**config.mk**
```make
export PLATFORM = sky130hd
export DESIGN_NAME = alu_sequencer
export DESIGN_NICKNAME = d
export VERILOG_FILES = /design/src/rtl/alu_sequencer.sv
export SDC_FILE = /design/constraint.sdc
export NUM_CORES = 1
export LEC_CHECK = 0
export ABC_AREA = 1
export CELL_PAD_IN_SITES_DETAIL_PLACEMENT = 0
export CELL_PAD_IN_SITES_GLOBAL_PLACEMENT = 1
export CORE_MARGIN = 5
export CORE_UTILIZATION = 40
export DETAILED_ROUTE_END_ITERATION = 10
export GPL_ROUTABILITY_DRIVEN = 0
export PLACE_DENSITY_LB_ADDON = 0.1
export SLEW_MARGIN = 20
export SYNTH_ARGS = -nofsm -noshare
export SYNTH_HDL_FRONTEND = slang
export SYNTH_SLANG_ARGS = --single-unit
```
**constraint.sdc**
```tcl
create_clock -name clk -period 3.02 [get_ports clk]
set_input_delay 0.604 -clock clk [delete_from_list [all_inputs] [get_ports clk]]
set_output_delay 0.604 -clock clk [all_outputs]
set_load 0.05 [all_outputs]
```
**src/rtl/alu_sequencer.sv**
```systemverilog
// alu_sequencer: control FSM for the 4-bit operand / 8-bit result datapath.
// Takes one opcode per start/done handshake. It drives the A/B/O load strobes,
// the shift register controls and the O-input mux select. It sequences
// shift-by-N and a MUL_STEPS-step shift-add multiply.
//
// state   | meaning
// --------+-------------------------------------------------------------
// IDLE    | waiting for start; latches opcode/shamt when start arrives
// EXEC    | single-cycle register action (LDA, LDB, or LDO with A+B)
// SHLOAD  | shift register loadEnable pulse
// SHIFT   | shiftState held for shamt cycles; down-counter times the run
// WB      | write shifter output into O
// MCLR    | clear O before the multiply
// MSTEP   | one shift-add step per cycle; LDO gated by multBit
// DONE    | one-cycle done pulse (errOp for the illegal opcode)
module alu_sequencer #(
  parameter int COUNT_WIDTH = 3,
  parameter int MUL_STEPS   = 4
) (
  input  logic                   clk,
  input  logic                   reset,
  input  logic                   start,
  input  logic [2:0]             opcode,
  input  logic [COUNT_WIDTH-1:0] shamt,
  input  logic                   rshFlag,
  input  logic                   multBit,
  output logic                   busy,
  output logic                   done,
  output logic                   errOp,
  output logic                   underflow,
  output logic                   LDA,
  output logic                   LDB,
  output logic                   LDO,
  output logic                   shLoad,
  output logic [1:0]             shiftState,
  output logic [1:0]             oSel,
  output logic [COUNT_WIDTH-1:0] stepIdx
);

  localparam logic [2:0] OP_NOP = 3'b000;
  localparam logic [2:0] OP_LDA = 3'b001;
  localparam logic [2:0] OP_LDB = 3'b010;
  localparam logic [2:0] OP_ADD = 3'b011;
  localparam logic [2:0] OP_LSH = 3'b100;
  localparam logic [2:0] OP_RSH = 3'b101;
  localparam logic [2:0] OP_MUL = 3'b110;
  localparam logic [2:0] OP_ILL = 3'b111;

  localparam logic [1:0] SEL_SHIFT = 2'b00;
  localparam logic [1:0] SEL_ADD   = 2'b01;
  localparam logic [1:0] SEL_MACC  = 2'b10;
  localparam logic [1:0] SEL_ZERO  = 2'b11;

  localparam logic [1:0] SH_LEFT  = 2'b10;
  localparam logic [1:0] SH_RIGHT = 2'b01;
  localparam logic [1:0] SH_HOLD  = 2'b00;

  localparam logic [COUNT_WIDTH-1:0] CNT_ONE   = COUNT_WIDTH'(1);
  localparam logic [COUNT_WIDTH-1:0] STEP_LAST = COUNT_WIDTH'(MUL_STEPS - 1);

  typedef enum logic [2:0] {
    S_IDLE,
    S_EXEC,
    S_SHLOAD,
    S_SHIFT,
    S_WB,
    S_MCLR,
    S_MSTEP,
    S_DONE
  } state_t;

  state_t                 state;
  logic [2:0]             op_q;
  logic [COUNT_WIDTH-1:0] shamt_q;
  logic [COUNT_WIDTH-1:0] shift_cnt;
  logic                   shift_first;
  logic                   ldo_q;
  logic                   mstep_q;
  logic [1:0]             shift_dir;

  assign shift_dir = (op_q == OP_LSH) ? SH_LEFT : SH_RIGHT;

  // During a multiply step the O load depends on the B bit that the datapath
  // selects with the current stepIdx, so that one strobe is gated by multBit
  // in the same cycle. Every other LDO pulse comes straight from a register.
  assign LDO = ldo_q | (mstep_q & multBit);

  // Sequencer state, latched operands and registered outputs. Each branch
  // sets the outputs for the state it moves into.
  always_ff @(posedge clk or negedge reset) begin
    if (!reset) begin
      state       <= S_IDLE;
      op_q        <= OP_NOP;
      shamt_q     <= '0;
      shift_cnt   <= '0;
      shift_first <= 1'b0;
      busy        <= 1'b0;
      done        <= 1'b0;
      errOp       <= 1'b0;
      underflow   <= 1'b0;
      LDA         <= 1'b0;
      LDB         <= 1'b0;
      ldo_q       <= 1'b0;
      mstep_q     <= 1'b0;
      shLoad      <= 1'b0;
      shiftState  <= SH_HOLD;
      oSel        <= SEL_SHIFT;
      stepIdx     <= '0;
    end else begin
      busy       <= 1'b0;
      done       <= 1'b0;
      errOp      <= 1'b0;
      LDA        <= 1'b0;
      LDB        <= 1'b0;
      ldo_q      <= 1'b0;
      mstep_q    <= 1'b0;
      shLoad     <= 1'b0;
      shiftState <= SH_HOLD;
      oSel       <= SEL_SHIFT;
      stepIdx    <= '0;

      case (state)
        S_IDLE: begin
          if (start) begin
            op_q      <= opcode;
            shamt_q   <= shamt;
            underflow <= 1'b0;
            case (opcode)
              OP_NOP: begin
                state <= S_DONE;
                done  <= 1'b1;
              end
              OP_LDA: begin
                state <= S_EXEC;
                busy  <= 1'b1;
                LDA   <= 1'b1;
              end
              OP_LDB: begin
                state <= S_EXEC;
                busy  <= 1'b1;
                LDB   <= 1'b1;
              end
              OP_ADD: begin
                state <= S_EXEC;
                busy  <= 1'b1;
                ldo_q <= 1'b1;
                oSel  <= SEL_ADD;
              end
              OP_LSH, OP_RSH: begin
                state  <= S_SHLOAD;
                busy   <= 1'b1;
                shLoad <= 1'b1;
              end
              OP_MUL: begin
                state <= S_MCLR;
                busy  <= 1'b1;
                ldo_q <= 1'b1;
                oSel  <= SEL_ZERO;
              end
              default: begin
                state <= S_DONE;
                done  <= 1'b1;
                errOp <= 1'b1;
              end
            endcase
          end
        end

        S_EXEC: begin
          state <= S_DONE;
          done  <= 1'b1;
        end

        S_SHLOAD: begin
          busy <= 1'b1;
          if (shamt_q != '0) begin
            state       <= S_SHIFT;
            shiftState  <= shift_dir;
            shift_cnt   <= shamt_q - CNT_ONE;
            shift_first <= 1'b1;
          end else begin
            state <= S_WB;
            ldo_q <= 1'b1;
            oSel  <= SEL_SHIFT;
          end
        end

        S_SHIFT: begin
          busy        <= 1'b1;
          shift_first <= 1'b0;
          // The shifter flag is only meaningful once a shift has happened.
          if ((op_q == OP_RSH) && !shift_first && rshFlag) begin
            underflow <= 1'b1;
          end
          if (shift_cnt == '0) begin
            state <= S_WB;
            ldo_q <= 1'b1;
            oSel  <= SEL_SHIFT;
          end else begin
            shift_cnt  <= shift_cnt - CNT_ONE;
            shiftState <= shift_dir;
          end
        end

        S_WB: begin
          if ((op_q == OP_RSH) && rshFlag) begin
            underflow <= 1'b1;
          end
          state <= S_DONE;
          done  <= 1'b1;
        end

        S_MCLR: begin
          state   <= S_MSTEP;
          busy    <= 1'b1;
          mstep_q <= 1'b1;
          oSel    <= SEL_MACC;
          stepIdx <= '0;
        end

        S_MSTEP: begin
          if (stepIdx == STEP_LAST) begin
            state <= S_DONE;
            done  <= 1'b1;
          end else begin
            busy    <= 1'b1;
            mstep_q <= 1'b1;
            oSel    <= SEL_MACC;
            stepIdx <= stepIdx + CNT_ONE;
          end
        end

        S_DONE: begin
          state <= S_IDLE;
        end

        default: begin
          state <= S_IDLE;
        end
      endcase
    end
  end

endmodule

```
---- Word-level counts from Yosys, hierarchy flattened ----
Cells that the tools add are included.
storage, ports and cells
  register bits after elaboration ......... 29
  input bits .............................. 11
  output and inout port bits .............. 15
operators by class
  $add $sub $neg .......................... 3
  eq/ne operators ......................... 23
  muxes and demuxes ....................... 51
  bitwise operators ....................... 2
  reduce and logical (&&, ||, !) cells .... 22
operators with widths
  cell                 count
  $eq 3x3->1 const B   9
  $mux 1               26
  $mux 3               8
  $pmux 3 s7           1
  $eq 3x2->1 const B   5
  $ne 2x2->1 const B   7
  $pmux 1 s3           4
  $mux 2               5
  $logic_not 3->1      3
  $pmux 3 s3           1
  $pmux 2 s2           2
  $reduce_or 7->1      1
  $eq 3x1->1 const B   2
  $pmux 2 s3           1
  $pmux 3 s2           1
  $reduce_and 3->1     2
  $reduce_bool 3->1    2
  $reduce_or 2->1      3
  $reduce_or 3->1      2
  $reduce_or 6->1      1
  $sub 3x1->3 const B  2
  $pmux 1 s2           2
  $reduce_and 2->1     2
  $reduce_and 4->1     1
  6 further kinds      8

---- Longest topological paths before layout ----
  depth after elaboration ................. 5
  depth in mapped cells ................... 10

---- Worst setup path after synthesis ----
Ideal clock, no wire load.
  path kind ............................... input to output
  start ................................... input port multBit
  end ..................................... output port LDO
  data arrival time ....................... 0.967 ns
  required time ........................... 2.416 ns
  slack ................................... 1.449 ns
  cell stages on the path ................. 1
  cells stage by stage .................... a21o_1
between the ends
  longest elaborated chain between the ends .. 2
ends and longest elaborated chain
  what             line  text
  start, declared  26    input logic multBit,
  $and 1x1->1      86    assign LDO = ldo_q | (mstep_q & multBit);
  $or 1x1->1       86
  end, declared    33    output logic LDO,
No other way between the ends.

---- Final worst setup path ----
Ends and elaborated chain as after synthesis.

==> qor.yml <==
status: "completed"
dr.first_iter.drc_count: 42
drive_gt1_frac: 0.123
ir_drop_mv: 0.406
fin_cells: 249
final_util: 0.520
root_buffer: "clkbuf_4"
crit_fanout: 1
cp_common_cell: "clkdlybuf4s50_1"
hold_slack_ps: 474
max_freq_mhz: 391
grt_pass1_wl_um: 5110
dpl.cell_count: 242
synth.most_common_cell: "nand2_1"
overflow: 0
port_buffers: 25
cts_setup_buffers: 0
fin_crit_sh: 0.848
synth_ff_type: "dfrtp_1"
rsz0062_at_grt: "no"
max_slew_margin: 0.665
post_synth_num_cell_types: 22
hold_viol_final: 0
synth_top_area_cell: "dfrtp_1"
vias: 1133
initial_core_util: 0.414
async_flop_share: 1.00
cpPeakStageDelay_ps: 790
cp_data_required_time_ps: 2420
worstReg2RegStart: "state[1]$_DFFE_PN0P_"
start_kind: "input pin"
routed_via_density: 4.55
n_antenna_cell: 0
dp_hpwl_um: 2230
cts_buffer_depth: 2
syn_avg_cell_area_sq_um: 8.09
cp.arrival_ps: 1960
core_area_sq_um: 3360
fin_tns_setup_ps: 0
io_pins: 26
synth_warnings: 0
synth_edf_count: 0
die_h_um: 69.0
slew_violations: 0
die_x_um: 69.0
ys_top_cells_by_area: "dfrtp_1 (52%), nand2_1 (15%), nor2_1 (5.4%)"
die_area_sq_um: 4760
grt-busiest-layer: "met2"
finClkSkew_ps: 9.41
stdcell_area_sq_um: 1750
critical_path_class: "in -> out"
use_met3: 0.0470
crit_path_start: "multBit"
drv_cap: 0
dr.pass1.iters: 4
wl_per_cell_um: 11.6
leakagePower_uw: 0.000882
num_rows: 21
met1_usage: 0.183
ant_nets: 0
wirelength_um: 2880
use_met2: 0.236
synth_nets: 185
antenna_found_initial: 0
post_dp_cell_area_sq_um: 1690
ctsHoldBuffers: 0
cp_cell_sequence: "clkdlybuf4s50_1 > a21o_1 > clkdlybuf4s50_1"
grt_pass1_vias: 1179
ys_ff_latch: 29
grt_max_degree: 30
cts_tree: "done"
worst_slew_pin_slew_ps: 501
numCtsBuffers: 5
cts_resized: 0
cts_max_level: 2
critPathCaptureType: "primary output"
drc_errors: 0
netlist_area_sq_um: 1390
grt_use_total: 0.149
synth_top_area_share: 0.522
yosysSeqAreaShare: 0.522
netlist_top_cells_count: "nand2_1 (57), dfrtp_1 (29), nor2_1 (20)"
min-delay-start: "stepIdx[0]$_DFF_PN0_"
fin_nets: 216
syn_to_final_growth_pct: 25.8
clk_latency_ps: 320
path_clk_slew_ps: 90
worstHoldPathType: "reg -> reg"
clkSinkCount: 29
setup_viol: 0
cellPowerDensity_nw_per_um2: 983
syn_inst: 172
cp_slowest_cell: "clkdlybuf4s50_1"
period_needed_ps: 2560
==> per-stage QoR <==
step           power [uW]  setup WS (ps)
6_report             1720            460
5_1_grt              1880            421
4_1_cts              1750            452
3_5_place_dp         1500            457
3_3_place_gp         1490            465
2_1_floorplan        1280           1450
==> cell usage in the layout, fill, tap and decap left out, drive strengths merged <==
cell type and n:
nand3 9, clkinvlp 1, nor2 25, nand4 3, clkbuf 6, a21oi 1
nor3 3, buf 1, o21ai 12, clkinv 1, nand2 63, a21o 1
dfrtp 29, clkdlybuf4s50 25, or2 1, inv 19, ha 2, o22a 1
==> report_power, final <==
group	switching [uW]	internal (uW)
Sequential	106	527
Combinational	559	290
Clock	131	109
Total	796	926
==> final cells by class <==
| cell class | instances | area, sq um |
|---|---|---|
| fill | 352 | 1610 |
| timing repair buffer | 26 | 258 |
| clock inverter | 1 | 7.51 |
| tap | 46 | 57.6 |
| inverter | 20 | 76.3 |
| multi-input combinational | 121 | 574 |
| clock buffer | 6 | 51.3 |
| sequential | 29 | 726 |
==> sequential cells by signal, summed over array words and instances, names as in the netlist <==
| signal | cells |
|---|---|
| op_q | 3 |
| shamt_q | 3 |
| shift_cnt | 3 |
| state | 3 |
| stepIdx | 3 |
| oSel | 2 |
| shiftState | 2 |
| LDA | 1 |
| LDB | 1 |
| busy | 1 |
| done | 1 |
| errOp | 1 |
| ldo_q | 1 |
| mstep_q | 1 |
| shLoad | 1 |
| shift_first | 1 |
| underflow | 1 |
==> logic make-up after synthesis <==
group / count (synthesis) / share of synthesized area
and+or+nand+nor: 104 / 0.336
DFF: 29 / 0.522
buffers and inverters: 22 / 0.0656
AOI/OAI and AO/OA: 15 / 0.0584
adders and majority gates: 2 / 0.0180
==> worst max-delay path: cells and delay by family <==
family | cells | cell delay [ps]
buf+inv | 2 | 1250
compound gates | 1 | 100
==> per-layer routing <==
metal	vias to the layer above	part of all wire
met5	-	0
met4	0	0.016
met3	5	0.048
met2	22	0.44
met1	511	0.49
li1	595	-
==> path summary, 6_finish.rpt <==
check / depth (start not counted) / slack [ps] / end
max in group asynchronous: 2 / 2100 / shift_cnt[2]$_DFFE_PN0P_
max: 3 / 460 / LDO
min reg2reg: 1 / 470 / stepIdx[0]$_DFF_PN0_
min in group asynchronous: 2 / 650 / shiftState[0]$_DFF_PN0_
min: 1 / 470 / stepIdx[0]$_DFF_PN0_
max reg2reg: 8 / 1430 / shift_cnt[2]$_DFFE_PN0P_
Power figures use the tool's default switching activity.
==> variant 1: new RTL, config.mk and constraints unchanged <==
Re-encode `state_t` (8 states) as Gray code, 3 bits wide.
--- a/src/rtl/alu_sequencer.sv
+++ b/src/rtl/alu_sequencer.sv
@@ -59,14 +59,14 @@
   localparam logic [COUNT_WIDTH-1:0] STEP_LAST = COUNT_WIDTH'(MUL_STEPS - 1);
 
   typedef enum logic [2:0] {
-    S_IDLE,
-    S_EXEC,
-    S_SHLOAD,
-    S_SHIFT,
-    S_WB,
-    S_MCLR,
-    S_MSTEP,
-    S_DONE
+    S_IDLE   = 3'b000,
+    S_EXEC   = 3'b001,
+    S_SHLOAD = 3'b011,
+    S_SHIFT  = 3'b010,
+    S_WB     = 3'b110,
+    S_MCLR   = 3'b111,
+    S_MSTEP  = 3'b101,
+    S_DONE   = 3'b100
   } state_t;
 
   state_t                 state;
Formal check against the unedited RTL: no difference found for any inputs over 10 cycles, from zero or initial values and one cycle with reset low; not proved beyond that.
==> variant 1 against the unedited design <==
  * Worst hold slack lost 0.0054 ns
  * First-iteration DRC count decreased by 9.5%
  * Non-clock buffer count is the same
  * Largest cell class unchanged
  * Design area shrank 1.2%
  * Synthesized area decreased by 3.7%
  * Wire length down 4.6%
  * Worst setup slack lost 0.013 ns
  * Die area down 3.1%
  * Sequential share of layout area is 0.51 points higher
  * Total power fell by 0.91%
  * Critical path depth stayed put
  * Maximum frequency fell by 0.51%
  * Sequential cell count unchanged
  * Final cell count fell by 4.4%
==> variant 1: results (changes against the unedited design) <==
Parameter                              Value

Global route
  Number of global-route vias before repair    1029 (was 1179)
  First-pass GRT wire length    4678 um (was 5112 um)
  Combined global-route utilization of all metal layers    0.1417 (was 0.1490)
  Global routing met1 resource utilization    0.1649 (was 0.1829)
  Antenna violations before repair    0 (unchanged)
  Met3 capacity usage during global routing    0.05583 (was 0.04700)
  Met2 track demand over resource    0.2321 (was 0.2357)

Clocking
  Root buffer cell    clkbuf_4 (unchanged)
  CTS-repair resized insts    0 (unchanged)
  Number of levels the H-tree was split into    2 (unchanged)
  Max Root-Sink Buffers    2 (unchanged)
  Clock buffers created by TritonCTS    5 (unchanged)
  Insertion delay to the later sink of the worst-skew pair    0.32 ns (about the same)
  Setup bufs post-CTS    0 (unchanged)

Placed design
  Instance count after placement with tap cells included    230 (was 242)
  HPWL Detailed    2114 um (was 2230 um)

Power
  Peak supply drop    0.4869 mV (was 0.4062 mV)
  Leakage power figure    0.8802 nW (was 0.8821 nW)

Synthesis
  Main area contributors after synthesis    dfrtp_1, nand2_1, inv_1 (was dfrtp_1, nand2_1, nor2_1)
  Portion of the post-synthesis area used by sequential elements    0.5415 (was 0.5216)
  Cells after synthesis    159 (was 172)
  Async set-or-reset flop fraction in the synthesized netlist    1.000 (unchanged)
  Net count after synthesis    172 (was 185)
  Commonest cells post-synth    nand2_1, dfrtp_1, inv_1 (was nand2_1, dfrtp_1, nor2_1)
  Synth cell types    20 (was 22)

Outcome
  Status    complete, no violations (unchanged)

Min path
  Hold crit path type    flip-flop to flip-flop (unchanged)
  Min-Delay Startpoint    stepIdx[0] (unchanged)

Timing
  Max-Slew Margin vs Limit    0.6588 (was 0.6652)
  Final setup skew    0.007153 ns (was 0.009415 ns)

Layout
  Diodes inserted    0 (unchanged)
  Post-layout nets    204 (was 216)
  Fraction of final layout cells with drive strength greater than 1    0.1094 (was 0.1232)

Detailed routing
  Drt pass-1 iters    4 (unchanged)
  DRC violation total after the first TritonRoute iteration    38 (was 42)
  Via count    1109 (was 1133)
  WL per Instance    11.53 um (was 11.55 um)
  Total Wirelength    2744 um (was 2877 um)

Critical path
  R2r startpoint    state[1] (unchanged)
  Crit-path leading delay family    buffers and inverters (unchanged)
  Max Fanout on Critical Path    1 (unchanged)
  Arrival time of data at the critical path endpoint    1.97 ns
  Startpoint of the worst setup timing path    multBit (unchanged)
  Max stage delay on crit path    0.79 ns (about the same)
-- variant 1: layer usage --
layer	up-vias	wire [um]
met5	-	0
met4	0	51
met3	5	126
met2	17	1349
met1	516	1218
li1	571	-
-- variant 1: cell families after synthesis --
kind of cell,share of synthesized area
and+or+nand+nor,0.2745
adders and majority gates,0.01867
AOI/OAI and AO/OA,0.08683
buffers and inverters,0.07843
DFF,0.5416
-- variant 1: metrics by stage --
stage / setup WS (ns) / power, mW / area (um^2)
global route: 0.4044 / 1.858 / 1729
detailed placement: 0.4273 / 1.393 / 1644
CTS: 0.4273 / 1.732 / 1729
floorplan: 1.449 / 1.185 / 1340
finish: 0.4468 / 1.706 / 1729
global placement: 0.4720 / 1.380 / 1644
-- variant 1: power breakdown --
group,leakage (nW),switching (mW),internal (mW)
sequential,0.381,0.0758,0.517
combinational,0.454,0.529,0.257
clock,0.0455,0.130,0.198
-- variant 1: worst reg2reg max path, cell delays in order, from the launching register on --
cell	delay, ns
dfrtp_1	0.45
inv_1	0.11
nor2_4	0.12
nand2_1	0.14
nand2_1	0.09
o21ai_0	0.08
ha_1	0.22
inv_1	0.06
nand3_1	0.07
nand3_1	0.08
nand2_1	0.05
-- variant 1: final timing paths --
path / endpoint / slack, ns / cells past startpoint
max: LDO / 0.45 / 3
min: stepIdx[0] / 0.47 / 1
max reg2reg: shift_cnt[2] / 1.46 / 10
min reg2reg: stepIdx[0] / 0.47 / 1
max in group asynchronous: shift_cnt[2] / 2.09 / 2
min in group asynchronous: errOp / 0.65 / 2
-- variant 1: cell type report --
cell class	instances	area (um^2)
Fill cell	330	1555
Sequential cell	29	725.7
Multi-Input combinational cell	104	509.2
Timing Repair Buffer	26	257.7
Inverter	25	93.84
Tap cell	46	57.56
Clock buffer	7	55.05
Clock inverter	1	30.03
==> variant 2: new RTL, config.mk and constraints unchanged <==
Without the edit above. Set the parameter `COUNT_WIDTH` to 5 (it was 3).
--- a/src/rtl/alu_sequencer.sv
+++ b/src/rtl/alu_sequencer.sv
@@ -14,7 +14,7 @@
 // MSTEP   | one shift-add step per cycle; LDO gated by multBit
 // DONE    | one-cycle done pulse (errOp for the illegal opcode)
 module alu_sequencer #(
-  parameter int COUNT_WIDTH = 3,
+  parameter int COUNT_WIDTH = 5,
   parameter int MUL_STEPS   = 4
 ) (
   input  logic                   clk,
Interface: changed (resized shamt and stepIdx); port bits go from 26 to 30. The function was not compared with the original's and may differ.
==> variant 2 against the unedited design <==
  * Total power up 26%
  * Clock skew down 0.0043 ns
  * Design area up 24%
  * Wire length up 31%
  * Synthesized area up 27%
  * Register-to-register slack worse by 0.30 ns
  * Via count up 30%
  * Critical path type unchanged
  * Final cell count up 19%
  * Synthesized cell count up 23%
  * Sequential cell count up 6
  * Combinational power up 27%
  * Largest power group unchanged
  * Worst setup slack better by 0.0040 ns
==> variant 2: results (changes against the unedited design) <==
Parameter                              Value

Outcome
  Status    complete, no violations (unchanged)

Timing
  Final setup skew    0.005069 ns (was 0.009415 ns)
  Total of endpoints with negative setup slack in the final report    0 (unchanged)
  Worst slew pin tran    0.4973 ns (was 0.5006 ns)

Layout
  Post-layout nets    259 (was 216)
  Fraction of final layout cells with drive strength greater than 1    0.1265 (was 0.1232)
  Largest registers    shamt_q: 5 flops, shift_cnt: 5 flops, stepIdx: 5 flops
  Diodes inserted    0 (unchanged)
  Number of inserted filler cells in the final layout    418 (was 352)

Synthesis
  Net count after synthesis    226 (was 185)
  Yosys warning count    0 (unchanged)
  Async set-or-reset flop fraction in the synthesized netlist    1.000 (unchanged)
  Main area contributors after synthesis    dfrtp_1, nand2_1, inv_1 (was dfrtp_1, nand2_1, nor2_1)
  Commonest cells post-synth    nand2_1, dfrtp_1, inv_1, nor2_1, nand3_1 (was nand2_1, dfrtp_1, nor2_1)
  Synth cell types    29 (was 22)
  Count of flip-flops with a built-in enable after synthesis    0 (unchanged)
  Portion of the post-synthesis area used by sequential elements    0.4954 (was 0.5216)

Clocking
  Register clock-pin slew on the reported worst setup and hold paths    0.06 ns (was 0.09 ns)
  Number of levels the H-tree was split into    2 (unchanged)
  Clock buffers created by TritonCTS    5 (unchanged)
  Insertion delay to the later sink of the worst-skew pair    0.28 ns (was 0.32 ns)
  Root buffer cell    clkbuf_8 (was clkbuf_4)
  Setup bufs post-CTS    0 (unchanged)
  CTS-repair resized insts    0 (unchanged)
  Max Root-Sink Buffers    2 (unchanged)

Global route
  First-pass GRT wire length    6879 um (was 5112 um)
  Antenna violations before repair    0 (unchanged)
  Combined global-route utilization of all metal layers    0.1417 (was 0.1490)
  Number of global-route vias before repair    1579 (was 1179)
  Pin count of the biggest net entering global routing    36 (was 30)

Critical path
  Master of the slowest instance on the critical path    clkdlybuf4s50_1 (unchanged)
  Max stage delay on crit path    0.79 ns (about the same)
  Arrival time of data at the critical path endpoint    ~2.0 ns
  Max Fanout on Critical Path    1 (unchanged)

Power
  Peak supply drop    0.3922 mV (was 0.4062 mV)
  Leakage power figure    1.052 nW (was 0.8821 nW)

Min path
  Hold crit path type    flip-flop to flip-flop (unchanged)

Placed design
  PortBufs    29 (was 25)
  Post-place setup slack    0.4667 ns (was 0.4573 ns)
  HPWL Detailed    2860 um (was 2230 um)

Detailed routing
  Total Wirelength    3762 um (was 2877 um)
  Average via count per standard cell    4.943 (was 4.550)
  DRC violation total after the first TritonRoute iteration    100 (was 42)
  Drt pass-1 iters    4 (unchanged)
## variant 2: changes by cell type after synthesis, moves of 3 or more
cell and delta:
o21ai_0 +3, nor2_4 -3, inv_1 +8, nand3_1 +4, nor2_1 +3, nand2_1 -7, o21ai_1 +5, dfrtp_1 +6
buf_6 +3
## variant 2: through the flow
step | hold slack (ns) | instances | area, um^2 | power, mW | util
after global placement | 0.4652 | 289 | 2090 | 1.847 | 0.4832
after CTS | 0.4878 | 297 | 2171 | 2.200 | 0.5020
final | 0.4875 | 297 | 2171 | 2.171 | 0.5020
after detailed placement | 0.4701 | 289 | 2090 | 1.868 | 0.4832
after floorplan | 0.3084 | 211 | 1768 | 1.608 | -
after global routing | 0.5186 | 297 | 2171 | 2.371 | 0.5020
## variant 2: worst paths after layout
check | startpoint | to | slack [ns] | cells past startpoint
worst max-delay path | multBit | LDO | 0.46 | 3
worst max register to register | state[0] | shift_cnt[4] | 1.13 | 10
min in group asynchronous | reset | LDB | 0.74 | 2
max in group asynchronous | reset | shift_cnt[0] | 1.97 | 2
worst min-delay path | shift_first | shift_first | 0.49 | 2
worst min register to register | shift_first | shift_first | 0.49 | 2
## variant 2: cells by family after synthesis
logic type	after synthesis	synth area share
adders and majority gates	2	0.01415
buffers and inverters	34	0.08988
AOI/OAI and AO/OA	29	0.09555
xor gates and xnor gates	2	0.009910
DFF	35	0.4954
and+or+nand+nor	109	0.2951
## variant 2: layout make-up
| type | instances | share of cell area |
|---|---|---|
| sequential | 35 | 0.4035 |
| clock buffer | 7 | 0.03516 |
| multi-input combinational | 142 | 0.3378 |
| inverter | 30 | 0.05418 |
| clock inverter | 1 | 0.002305 |
| tap | 52 | 0.02997 |
| timing repair buffer | 30 | 0.1372 |
## variant 2: report_power, final
part | internal, mW | switching [mW] | leakage (nW)
clock | 0.162 | 0.160 | 0.0422
sequential | 0.633 | 0.136 | 0.449
combinational | 0.368 | 0.712 | 0.560
## variant 2: per-layer routing
metal / track usage / share of wire
met1: 0.1581 / 0.43
met2: 0.2551 / 0.52
met3: 0.03310 / 0.043
met4: 0.05944 / 0.015
met5: 0 / 0
## variant 2: critical path: cells and delay by family
kind                   cells  cell delay (ns)
AO/OA/AOI/OAI              1             0.10
buffers and inverters      2             1.25
